**config.mk**
```make
export PLATFORM = sky130hd
export DESIGN_NAME = dmem_arbiter_flat
export DESIGN_NICKNAME = d
export VERILOG_FILES = /design/src/rtl/dmem_arbiter_pkg.sv /design/src/rtl/dmem_arbiter_if.sv /design/src/rtl/dmem_arbiter.sv /design/src/flat_wrapper.sv
export SDC_FILE = /design/constraint.sdc
export NUM_CORES = 1
export LEC_CHECK = 0
export BUFFER_PORTS_ARGS = -buffer_cell sky130_fd_sc_hd__buf_2
export CORE_AREA = 2 2 122 124
export CTS_CLUSTER_DIAMETER = 80
export DETAILED_ROUTE_END_ITERATION = 10
export DIE_AREA = 0 0 124 126
export GPL_TIMING_DRIVEN = 1
export PLACE_DENSITY_LB_ADDON = 0.3
export SYNTH_ARGS = -nofsm -noshare
export SYNTH_HDL_FRONTEND = slang
export SYNTH_SLANG_ARGS = --single-unit
```
**constraint.sdc**
```tcl
create_clock -name clk -period 1.6 [get_ports clk]
set_input_delay 0.32 -clock clk [delete_from_list [all_inputs] [get_ports clk]]
set_output_delay 0.32 -clock clk [all_outputs]
set_load 0.01 [all_outputs]
```
**src/rtl/dmem_arbiter_pkg.sv**
```systemverilog
// Shared types for the data-memory arbiter: response FSM states and
// starvation-counter helpers.
package riscv_defines;

    typedef enum logic [1:0] {
        IDLE    = 2'd0,
        RESP_P0 = 2'd1,
        RESP_P1 = 2'd2
    } arb_state_t;

    localparam int unsigned STARVE_W = 4;

    function automatic logic [STARVE_W-1:0] sat_inc(
        input logic [STARVE_W-1:0] value,
        input logic [STARVE_W-1:0] limit
    );
        return (value >= limit) ? limit : value + 1'b1;
    endfunction

endpackage

```
**src/rtl/dmem_arbiter_if.sv**
```systemverilog
// One requester port of the data-memory arbiter: command towards the
// arbiter, grant and read response back.
interface dmem_port_if;
    logic        req;
    logic        we;
    logic [31:0] addr;
    logic [31:0] wdata;
    logic [3:0]  be;
    logic        gnt;
    logic        rvalid;
    logic [31:0] rdata;

    modport master (
        output req, we, addr, wdata, be,
        input  gnt, rvalid, rdata
    );

    modport slave (
        input  req, we, addr, wdata, be,
        output gnt, rvalid, rdata
    );
endinterface

```
**src/rtl/dmem_arbiter.sv**
```systemverilog
// Two-port data-memory arbiter: fixed priority to the core LSU (port 0) with
// a starvation guard for the auxiliary master, plus a 1-cycle read return path.
//
// state   | meaning
// --------+-----------------------------------------------------------
// IDLE    | no read response due this cycle
// RESP_P0 | memory read data this cycle belongs to port 0
// RESP_P1 | memory read data this cycle belongs to port 1
module dmem_arbiter
    import riscv_defines::*;
#(
    parameter int unsigned STARVE_LIMIT = 4
) (
    input  logic        clk,
    input  logic        start,
    dmem_port_if.slave  p0,
    dmem_port_if.slave  p1,
    output logic        mem_req,
    output logic        mem_we,
    output logic [31:0] mem_addr,
    output logic [31:0] mem_wdata,
    output logic [3:0]  mem_be,
    input  logic [31:0] mem_rdata,
    output logic        busy
);

    localparam logic [STARVE_W-1:0] LIMIT = STARVE_W'(STARVE_LIMIT);

    arb_state_t          state, state_nxt;
    logic [STARVE_W-1:0] starve_cnt;
    logic                force_p1;
    logic                gnt0, gnt1;

    // Grants are purely combinational so a new access can issue in the same
    // cycle a previous read is returning.
    always_comb begin
        force_p1 = p1.req && (starve_cnt == LIMIT);
        gnt0     = start && p0.req && !force_p1;
        gnt1     = start && p1.req && (!p0.req || force_p1);
    end

    assign p0.gnt  = gnt0;
    assign p1.gnt  = gnt1;
    assign mem_req = gnt0 | gnt1;

    always_comb begin
        mem_we    = 1'b0;
        mem_addr  = '0;
        mem_wdata = '0;
        mem_be    = '0;
        if (gnt0) begin
            mem_we    = p0.we;
            mem_addr  = p0.addr;
            mem_wdata = p0.wdata;
            mem_be    = p0.be;
        end else if (gnt1) begin
            mem_we    = p1.we;
            mem_addr  = p1.addr;
            mem_wdata = p1.wdata;
            mem_be    = p1.be;
        end
    end

    always_ff @(posedge clk) begin
        if (!start) begin
            starve_cnt <= '0;
        end else if (gnt1 || !p1.req) begin
            starve_cnt <= '0;
        end else if (gnt0) begin
            starve_cnt <= sat_inc(starve_cnt, LIMIT);
        end
    end

    always_ff @(posedge clk) begin
        if (!start) begin
            state <= IDLE;
        end else begin
            state <= state_nxt;
        end
    end

    always_comb begin
        state_nxt = IDLE;
        if (gnt0 && !p0.we) begin
            state_nxt = RESP_P0;
        end else if (gnt1 && !p1.we) begin
            state_nxt = RESP_P1;
        end
    end

    // Response outputs decode the registered state; data is steered only to
    // the owning port so the other port sees zeros.
    always_comb begin
        p0.rvalid = 1'b0;
        p0.rdata  = '0;
        p1.rvalid = 1'b0;
        p1.rdata  = '0;
        busy      = 1'b0;
        case (state)
            RESP_P0: begin
                p0.rvalid = 1'b1;
                p0.rdata  = mem_rdata;
                busy      = 1'b1;
            end
            RESP_P1: begin
                p1.rvalid = 1'b1;
                p1.rdata  = mem_rdata;
                busy      = 1'b1;
            end
            default: ;
        endcase
    end

endmodule

```
**src/flat_wrapper.sv**
```systemverilog
// flat-port wrapper written by rule: the top's interface ports become plain ports
module dmem_arbiter_flat import riscv_defines::*;
#(
    parameter int unsigned STARVE_LIMIT = 4
)
  (clk, start, mem_req, mem_we, mem_addr, mem_wdata, mem_be, mem_rdata, busy, p0_req, p0_we, p0_addr, p0_wdata, p0_be, p0_gnt, p0_rvalid, p0_rdata, p1_req, p1_we, p1_addr, p1_wdata, p1_be, p1_gnt, p1_rvalid, p1_rdata);
  dmem_port_if p0_i ();
  dmem_port_if p1_i ();
  input  logic clk;
  input  logic start;
  output logic mem_req;
  output logic mem_we;
  output logic [31:0] mem_addr;
  output logic [31:0] mem_wdata;
  output logic [3:0] mem_be;
  input  logic [31:0] mem_rdata;
  output logic busy;
  input wire logic [$bits(p0_i.req)-1:0] p0_req;
  input wire logic [$bits(p0_i.we)-1:0] p0_we;
  input wire logic [$bits(p0_i.addr)-1:0] p0_addr;
  input wire logic [$bits(p0_i.wdata)-1:0] p0_wdata;
  input wire logic [$bits(p0_i.be)-1:0] p0_be;
  output wire logic [$bits(p0_i.gnt)-1:0] p0_gnt;
  output wire logic [$bits(p0_i.rvalid)-1:0] p0_rvalid;
  output wire logic [$bits(p0_i.rdata)-1:0] p0_rdata;
  input wire logic [$bits(p1_i.req)-1:0] p1_req;
  input wire logic [$bits(p1_i.we)-1:0] p1_we;
  input wire logic [$bits(p1_i.addr)-1:0] p1_addr;
  input wire logic [$bits(p1_i.wdata)-1:0] p1_wdata;
  input wire logic [$bits(p1_i.be)-1:0] p1_be;
  output wire logic [$bits(p1_i.gnt)-1:0] p1_gnt;
  output wire logic [$bits(p1_i.rvalid)-1:0] p1_rvalid;
  output wire logic [$bits(p1_i.rdata)-1:0] p1_rdata;
  assign p0_i.req = p0_req;
  assign p0_i.we = p0_we;
  assign p0_i.addr = p0_addr;
  assign p0_i.wdata = p0_wdata;
  assign p0_i.be = p0_be;
  assign p0_gnt = p0_i.gnt;
  assign p0_rvalid = p0_i.rvalid;
  assign p0_rdata = p0_i.rdata;
  assign p1_i.req = p1_req;
  assign p1_i.we = p1_we;
  assign p1_i.addr = p1_addr;
  assign p1_i.wdata = p1_wdata;
  assign p1_i.be = p1_be;
  assign p1_gnt = p1_i.gnt;
  assign p1_rvalid = p1_i.rvalid;
  assign p1_rdata = p1_i.rdata;
  dmem_arbiter #(.STARVE_LIMIT(STARVE_LIMIT)) u_core (.clk(clk), .start(start), .p0(p0_i), .p1(p1_i), .mem_req(mem_req), .mem_we(mem_we), .mem_addr(mem_addr), .mem_wdata(mem_wdata), .mem_be(mem_be), .mem_rdata(mem_rdata), .busy(busy));
endmodule
```
== Word-level counts from Yosys, hierarchy flattened ==
Cells that the tools add are included.
Word-level totals
  word-level logic and storage cells: 43
  output and inout bits: 139
  register bits: 6
  bits of input ports: 174
Cells by class
  multiplexer cells: 16
  equal/unequal tests: 3
  bitwise operators: 2
  order comparisons: 1
  add/sub/neg operators: 1
  reduce and logical (&&, ||, !) cells: 17
Operators by type and width (number)
  $mux W32: 6
  $mux W4: 3
  $logic_and A1 B1 Y1: 7
  $mux W1: 6
  $reduce_or A2 Y1: 3
  $logic_not A1 Y1: 5
  $add A4 B1 Y4 const B: 1
  $eq A4 B3 Y1 const B: 1
  $ge A4 B3 Y1 const B: 1
  $eq A2 B1 Y1 const B: 1
  $eq A2 B2 Y1 const B: 1
  $logic_or A1 B1 Y1: 2
  $mux W2: 1
  $not A1 Y1: 1
  $or A1 B1 Y1: 1

== Depth between registers and ports, before layout ==
Gate-level depths: netlist of run 1.
  word-level depth: 7
  depth in mapped cells: 7

== Least setup slack after synthesis of run 1 ==
No wires, ideal clock.
  path kind: flip-flop to output port
  start point: register u_core.starve_cnt[0]
  end point: output port mem_be[0]
  slack: -0.144 ns
  path buffers: 2
  data required time: 1.280 ns
  cell stages (with the launch flop): 8
  arrival: 1.424 ns
  path through: dfxtp_1 > inv_1 > ha_1 > and3b_1 > o211a_1 > buf_6 > buf_6 > a22o_1
On the way
  longest elaborated chain between the ends: 6
  elaborated cells between the ends (all ways): 8
Ends and longest elaborated chain
  from (decl): RTL line dmem_arbiter.sv:30  | logic [STARVE_W-1:0] starve_cnt;
  from (signal assigned): RTL line dmem_arbiter.sv:70  | starve_cnt <= sat_inc(starve_cnt, LIMIT);
  $eq A4 B3 Y1: RTL line dmem_arbiter.sv:37  | force_p1 = p1.req && (starve_cnt == LIMIT);
  $logic_and A1 B1 Y1: RTL line dmem_arbiter.sv:37
  $logic_or A1 B1 Y1: RTL line dmem_arbiter.sv:39  | gnt1 = start && p1.req && (!p0.req || force_p1);
  $logic_and A1 B1 Y1: RTL line dmem_arbiter.sv:39
  via p1_gnt: RTL line flat_wrapper.sv:31  | output wire logic [$bits(p1_i.gnt)-1:0] p1_gnt;
  $mux W4: RTL line dmem_arbiter.sv:56  | end else if (gnt1) begin
  $mux W4: RTL line dmem_arbiter.sv:51  | if (gnt0) begin
  to (decl): RTL line flat_wrapper.sv:15  | output logic [3:0] mem_be;
The timed path passes the listed nets, and every way through them passes these cells.

== Final worst setup path of run 1 ==
  start point: register u_core.starve_cnt[1]
  end point: output port mem_addr[4]
On the way
  longest elaborated chain between the ends: 6
  elaborated cells between the ends (all ways): 8
Ends and longest elaborated chain
  $eq A4 B3 Y1 *: RTL line dmem_arbiter.sv:37
  $logic_and A1 B1 Y1 *: RTL line dmem_arbiter.sv:37
  $logic_or A1 B1 Y1: RTL line dmem_arbiter.sv:39
  $logic_and A1 B1 Y1: RTL line dmem_arbiter.sv:39
  $mux W32: RTL line dmem_arbiter.sv:56
  $mux W32 *: RTL line dmem_arbiter.sv:51
  to (decl): RTL line flat_wrapper.sv:13  | output logic [31:0] mem_addr;
Every way passes the cells marked *; elsewhere a longest branch is shown, timed or not.

==> impl_metrics.py, run 1 <==
metrics = {
    "status": {
        "status": "complete, but fails checks",
        "violations": "setup timing",
    },
    "worst_setup_path": {
        "worstSetupStartpoint": "u_core.starve_cnt[1]",
        "worstPathRequired_ns": 1.28,
        "crit_path_start_kind": "flip-flop",
        "reg2reg_from": "u_core.starve_cnt[1]",
        "endpoint_kind": "primary output",
        "regToRegSetupSlack_ns": 0.18,
        "rr_endpoint": "u_core.state[0]",
        "ff2ff_path_depth": 7,
        "arrival_ns": 1.79,
        "path_class": "flip-flop to primary output",
        "path_max_fanout": 21,
    },
    "timing": {
        "rsz0062_at_grt": "true",
        "min_period_over_period_pct": 132,
        "finalSetupTns_ns": -32.66,
        "setup_violations": 82,
        "clock_skew_ns": 0.000798,
        "maxSlewViolCount": 0,
        "max_freq_mhz": 474,
        "hold_viol": 0,
        "fin_crit_ns": 2.11,
        "worst_slack_ns": -0.509,
    },
    "die": {
        "start_util_pct": 10.0,
        "die_h_um": 126,
        "dieArea_sq_mm": 0.0156,
        "core-area_sq_mm": 0.0143,
        "die_w_um": 124,
        "ios": 313,
        "num_rows": 44,
    },
    "yosys": {
        "syn_inst": 185,
        "synth_area_sq_mm": 0.00144,
        "syn-mean-instance-area_sq_um": 7.77,
        "syn_nets": 363,
        "synthDistinctLibCells": 20,
        "synth-seq-area-share_pct": 8.36,
        "ys_ff_latch": 6,
        "yosys_warnings": 0,
    },
    "clocking": {
        "htreeDepth": 1,
        "cts_tree": "yes",
        "cts-root-buf": "clkbuf_16",
        "path_clk_slew_ns": 0.03,
        "hold_buffers": 0,
        "cts_buffer_depth": 2,
        "cts_sinks": 6,
        "cts_buffers": 3,
        "clk_latency_ns": 0.23,
    },
    "pwr": {
        "seq_power_share_pct": 11.1,
        "leakagePower_nw": 2.34,
        "power.switching_w": 0.000465,
        "swShare_pct": 32.5,
        "p_int_w": 0.000966,
        "powerDensity_mw_per_mm2": 348,
        "combPwrFrac_pct": 60.8,
        "clkPwrFrac_pct": 28.1,
        "vdd_ir_drop_max_mv": 0.246,
    },
    "run": {
        "cap_violations": 0,
    },
    "grt": {
        "grt_pass1_vias": 2552,
        "antenna_found_initial": 11,
        "grt_max_degree": 42,
        "grt_pass1_wl_mm": 15.5,
        "grt_usage_pct": 13.5,
        "grt_overflow": 0,
    },
    "placed_design": {
        "place_hpwl_mm": 9.90,
        "dp_worst_setup_slack_ns": -0.295,
        "port_buffers": 312,
        "finalWeightedCongestion": 0.758,
    },
    "layout": {
        "num-nets-final": 686,
        "synthToLayoutAreaGrowth_pct": 186,
        "fill_cells": 1569,
        "multiInputGateArea_sq_mm": 0.00131,
        "drive_above_1_share_pct": 79.1,
        "register_area_sq_um": 125,
    },
    "route": {
        "first_pass_iters": 4,
        "num_vias": 2841,
        "antenna_left": 0,
        "initialDrtViolationCount": 81,
        "wl_mm": 12.9,
        "drcViolationCount": 0,
        "wl_per_cell_um": 18.6,
        "viasPerCell": 4.11,
    },
    "hold_path": {
        "whs_path_depth": 2,
        "hold_class": "input port to flip-flop",
        "hold_end": "u_core.state[1]",
        "min-delay-start": "p1_we",
    },
}
==> cell type report <==
type                       instances  share of cell area (%)
tap                              184                    5.60
sequential                         6                    3.04
clock buffer                       3                    1.83
inverter                           7                   0.639
multi-input combinational        151                    31.8
timing repair buffer             339                    57.0
antenna                            2                   0.122
==> cell usage in the layout (no fill, tap or decap), types with 4 or more instances in the layout <==
cell type  instances
a22o_1            69
and2_1            20
and2_4            44
buf_12             6
buf_2            266
buf_4              5
buf_6             51
clkbuf_16         12
dfxtp_2            4
inv_2              4
==> Yosys cell counts <==
| cell | instances | area, sq um |
|---|---|---|
| a21oi_1 | 1 | 5.00 |
| nor4b_1 | 1 | 8.76 |
| clkbuf_1 | 6 | 22.5 |
| a22o_1 | 69 | 604 |
| o21a_1 | 1 | 7.51 |
| buf_6 | 8 | 90.1 |
| and2_1 | 64 | 400 |
| inv_1 | 7 | 26.3 |
| nand3_1 | 1 | 5.00 |
| a21oi_2 | 1 | 8.76 |
| buf_2 | 7 | 35.0 |
| ha_1 | 4 | 50.1 |
| conb_1 | 1 | 3.75 |
| dfxtp_1 | 6 | 120 |
| and3b_1 | 1 | 8.76 |
| nor2b_1 | 2 | 12.5 |
| o21ai_0 | 1 | 5.00 |
| nand2_1 | 2 | 7.51 |
| nor4_1 | 1 | 6.26 |
| o211a_1 | 1 | 10.0 |
==> metal layers <==
layer	track usage, %	vias up	share of wire (%)
met5	0	-	0.65
met4	1.59	12	0.60
met3	5.48	20	11
met2	25.9	202	53
met1	13.9	1277	35
li1	-	1330	-
==> how the worst max path moves through the flow <==
stage                       end
floorplan             mem_be[0]
global placement    mem_addr[4]
detailed placement  mem_addr[4]
CTS                 mem_addr[4]
global route        mem_addr[4]
finish              mem_addr[4]
==> cell families after synthesis <==
| family | synth area share (%) |
|---|---|
| flops | 8.36 |
| buf+inv | 12.1 |
| fa+ha+maj | 3.48 |
| other cells | 0.261 |
| simple gates | 31.2 |
| compound gates | 44.6 |
==> repair_timing <==
action / CTS / global route
pin swaps: 2 / 12
gates resized for setup: 37 / 86
gates cloned: 2 / 10
setup buffers: 2 / 1
endpoints found under the setup margin: 131 / 106
==> power by group through the flow <==
stage / clock network [W] / registers, W / logic (W)
after floorplan: 0 / 0.000160 / 0.000297
after global placement: 0 / 0.000160 / 0.000717
after detailed placement: 0 / 0.000160 / 0.000715
after CTS: 0.000413 / 0.000159 / 0.000757
after global routing: 0.000424 / 0.000159 / 0.000940
final: 0.000402 / 0.000159 / 0.000870
==> stage by stage <==
stage	util (%)	power (W)	instances	hold slack [ns]	instance area (sq um)
4_1_cts	24.6	0.00133	679	0.255	3520
5_1_grt	28.7	0.00152	691	0.267	4110
3_5_place_dp	22.6	0.000875	672	0.501	3230
6_report	28.7	0.00143	692	0.263	4110
3_3_place_gp	22.6	0.000877	672	0.497	3230
2_1_floorplan	-	0.000458	185	0.392	1450
==> critical path, stage by stage, from the launching register on <==
cell and delay [ns]:
dfxtp_2 0.32, inv_2 0.04, ha_4 0.15, and3b_2 0.22, o211a_4 0.28, buf_12 0.16
a22o_1 0.23, buf_2 0.15
==> flip-flops by register name (all words and copies together), names as in the netlist <==
name	cells
u_core.starve_cnt	4
u_core.state	2
Power figures use the tool's default switching activity.
==> run 2, diff against run 1 <==
--- a/config.mk
+++ b/config.mk
@@ -7,2 +7,3 @@
 export LEC_CHECK = 0
+export ABC_CLOCK_PERIOD_IN_PS = 1600
 export BUFFER_PORTS_ARGS = -buffer_cell sky130_fd_sc_hd__buf_2
==> constraint.sdc (replaced) <==
create_clock -name clk -period 1.6 [get_ports clk]
set_input_delay 0.4 -clock clk [delete_from_list [all_inputs] [get_ports clk]]
set_output_delay 0.4 -clock clk [all_outputs]
set_load 0.01 [all_outputs]
==> impl_metrics.py, run 2 (same netlist as run 1, synthesis figures left out) <==
metrics = {
    "pwr": {
        "power.switching_w": 0.000476,
        "leakagePower_nw": 2.38,
        "powerDensity_mw_per_mm2": 342,
        "seq_power_share_pct": 10.8,
        "swShare_pct": 32.4,
        "p_int_w": 0.000992,
        "combPwrFrac_pct": 61.6,
        "vdd_ir_drop_max_mv": 0.251,
        "power_w": 0.00147,
        "clkPwrFrac_pct": 27.7,
    },
    "timing": {
        "min_period_over_period_pct": 137,
        "clock_skew_ns": 0.00140,
        "hold_viol": 0,
        "max_freq_mhz": 457,
        "fin_crit_ns": 2.19,
        "worst_slack_ns": -0.589,
        "maxSlewViolCount": 0,
        "rsz0062_at_grt": "true",
        "setup_violations": 131,
        "finalSetupTns_ns": -44.25,
    },
    "layout": {
        "fin_cells": 689,
        "final_cell_mix": "245 x buf_2, 69 x buf_6, 68 x a22o_1, 63 x and2_4, 11 x buf_12",
        "multiInputGateArea_sq_mm": 0.00136,
        "drive_above_1_share_pct": 83.0,
        "largest_register_ffs": 4,
        "regMostFlops": "u_core.starve_cnt",
        "final_common_cell": "buf_2",
        "num-nets-final": 685,
        "largestRegisters": "u_core.starve_cnt (4), u_core.state (2)",
        "register_area_sq_um": 128,
        "synthToLayoutAreaGrowth_pct": 199,
        "n_antenna_cell": 0,
        "fill_cells": 1523,
    },
    "route": {
        "antenna_left": 0,
        "drcViolationCount": 0,
        "num_vias": 2801,
        "dr_wl_met3_um": 937,
        "highest_layer": "met4",
        "wl_per_cell_um": 17.5,
        "wl_met2_mm": 6.90,
        "wl_mm": 12.1,
        "viasPerCell": 4.07,
        "drt-met1-wl_mm": 4.14,
        "first_pass_iters": 4,
        "initialDrtViolationCount": 54,
    },
    "placed_design": {
        "place_inst": 671,
        "port_buffers": 312,
        "dp_worst_setup_slack_ns": -0.377,
        "finalWeightedCongestion": 0.841,
        "place_hpwl_mm": 8.75,
    },
    "die": {
        "die_h_um": 126,
        "num_rows": 44,
        "start_util_pct": 10.0,
        "core-area_sq_mm": 0.0143,
        "dieArea_sq_mm": 0.0156,
        "ios": 313,
        "die_w_um": 124,
    },
    "grt": {
        "grt_usage_pct": 12.8,
        "grt_max_degree": 44,
        "grt_pass1_wl_mm": 15.0,
        "antenna_found_initial": 0,
        "grt_pass1_vias": 2723,
        "grt_overflow": 0,
    },
    "hold_path": {
        "whs_path_depth": 2,
        "hold_class": "input port to flip-flop",
    },
    "clocking": {
        "path_clk_slew_ns": 0.03,
        "cts_sinks": 6,
        "clk_latency_ns": 0.23,
        "cts_tree": "yes",
        "cts_buffer_depth": 2,
        "cts_buffers": 3,
        "cts-root-buf": "clkbuf_16",
        "htreeDepth": 1,
    },
    "worst_setup_path": {
        "cp-endpoint": "mem_addr[12]",
        "reg2reg_from": "u_core.starve_cnt[1]",
        "ff2ff_path_depth": 6,
        "path_class": "flip-flop to primary output",
        "rr_endpoint": "u_core.state[1]",
        "path_max_fanout": 21,
        "worstPathRequired_ns": 1.20,
        "endpoint_kind": "primary output",
        "regToRegSetupSlack_ns": 0.14,
        "worstSetupStartpoint": "u_core.starve_cnt[1]",
        "crit_path_start_kind": "flip-flop",
        "arrival_ns": 1.79,
    },
    "status": {
        "status": "complete, but fails checks",
        "violations": "setup timing",
    },
    "run": {
        "cap_violations": 0,
    },
}
-- run 2: cell types whose count changed in the layout (fill, tap and decap cells not counted), moves of 2 or more --
cell | previous run | this run
and2_1 | 20 | 1
and2_4 | 44 | 63
buf_12 | 6 | 11
buf_16 | 2 | 5
buf_2 | 266 | 245
buf_6 | 51 | 69
clkbuf_16 | 12 | 6
diode_2 | 2 | 0
-- run 2: area by class of cell --
class | count | area share (%)
Clock buffer | 3 | 1.75
Sequential cell | 6 | 2.97
Tap cell | 184 | 5.36
Multi-Input combinational cell | 151 | 31.7
Timing Repair Buffer | 338 | 57.6
Inverter | 7 | 0.612
-- run 2: worst min path at each step --
stage	start	end
floorplan	u_core.starve_cnt[0]	u_core.starve_cnt[0]
global placement	u_core.starve_cnt[0]	u_core.starve_cnt[0]
detailed placement	u_core.starve_cnt[0]	u_core.starve_cnt[0]
CTS	p0_we	u_core.state[0]
global route	p0_we	u_core.state[0]
finish	p0_we	u_core.state[0]
-- run 2: critical path, stage by stage, from the launching register on --
cell and delay [ns]:
dfxtp_2 0.32, inv_2 0.04, ha_4 0.15, and3b_2 0.22, o211a_4 0.28, buf_12 0.16, a22o_1 0.23, buf_2 0.14
-- run 2: metal layers --
metal | up-vias | global-route usage, %
met4 | 0 | 1.78
met5 | - | 0
li1 | 1327 | -
met2 | 198 | 27.5
met3 | 10 | 1.77
met1 | 1266 | 12.6
-- run 2: metrics by stage --
step / util, % / hold WS [ns] / area [sq um]
after floorplan: - / 0.411 / 1450
after global placement: 22.8 / 0.514 / 3260
after detailed placement: 22.8 / 0.513 / 3260
after CTS: 28.0 / 0.335 / 4000
after global routing: 30.0 / 0.343 / 4300
final: 30.0 / 0.337 / 4300
-- run 2: timing repair --
action | CTS | global route
hold buffers | 0 | 0
setup buffers | 4 | 4
resized for setup | 95 | 68
pin swaps | 20 | 14
setup endpoints to repair | 135 | 135
gates cloned | 8 | 4
-- run 2: power groups by stage --
stage                     clock network, W  registers, W  logic [W]
after floorplan                          0      0.000160   0.000297
after detailed placement                 0      0.000160   0.000719
after global placement                   0      0.000160   0.000723
final                             0.000406      0.000158   0.000903
after global routing              0.000424      0.000158   0.000970
after CTS                         0.000412      0.000159   0.000846
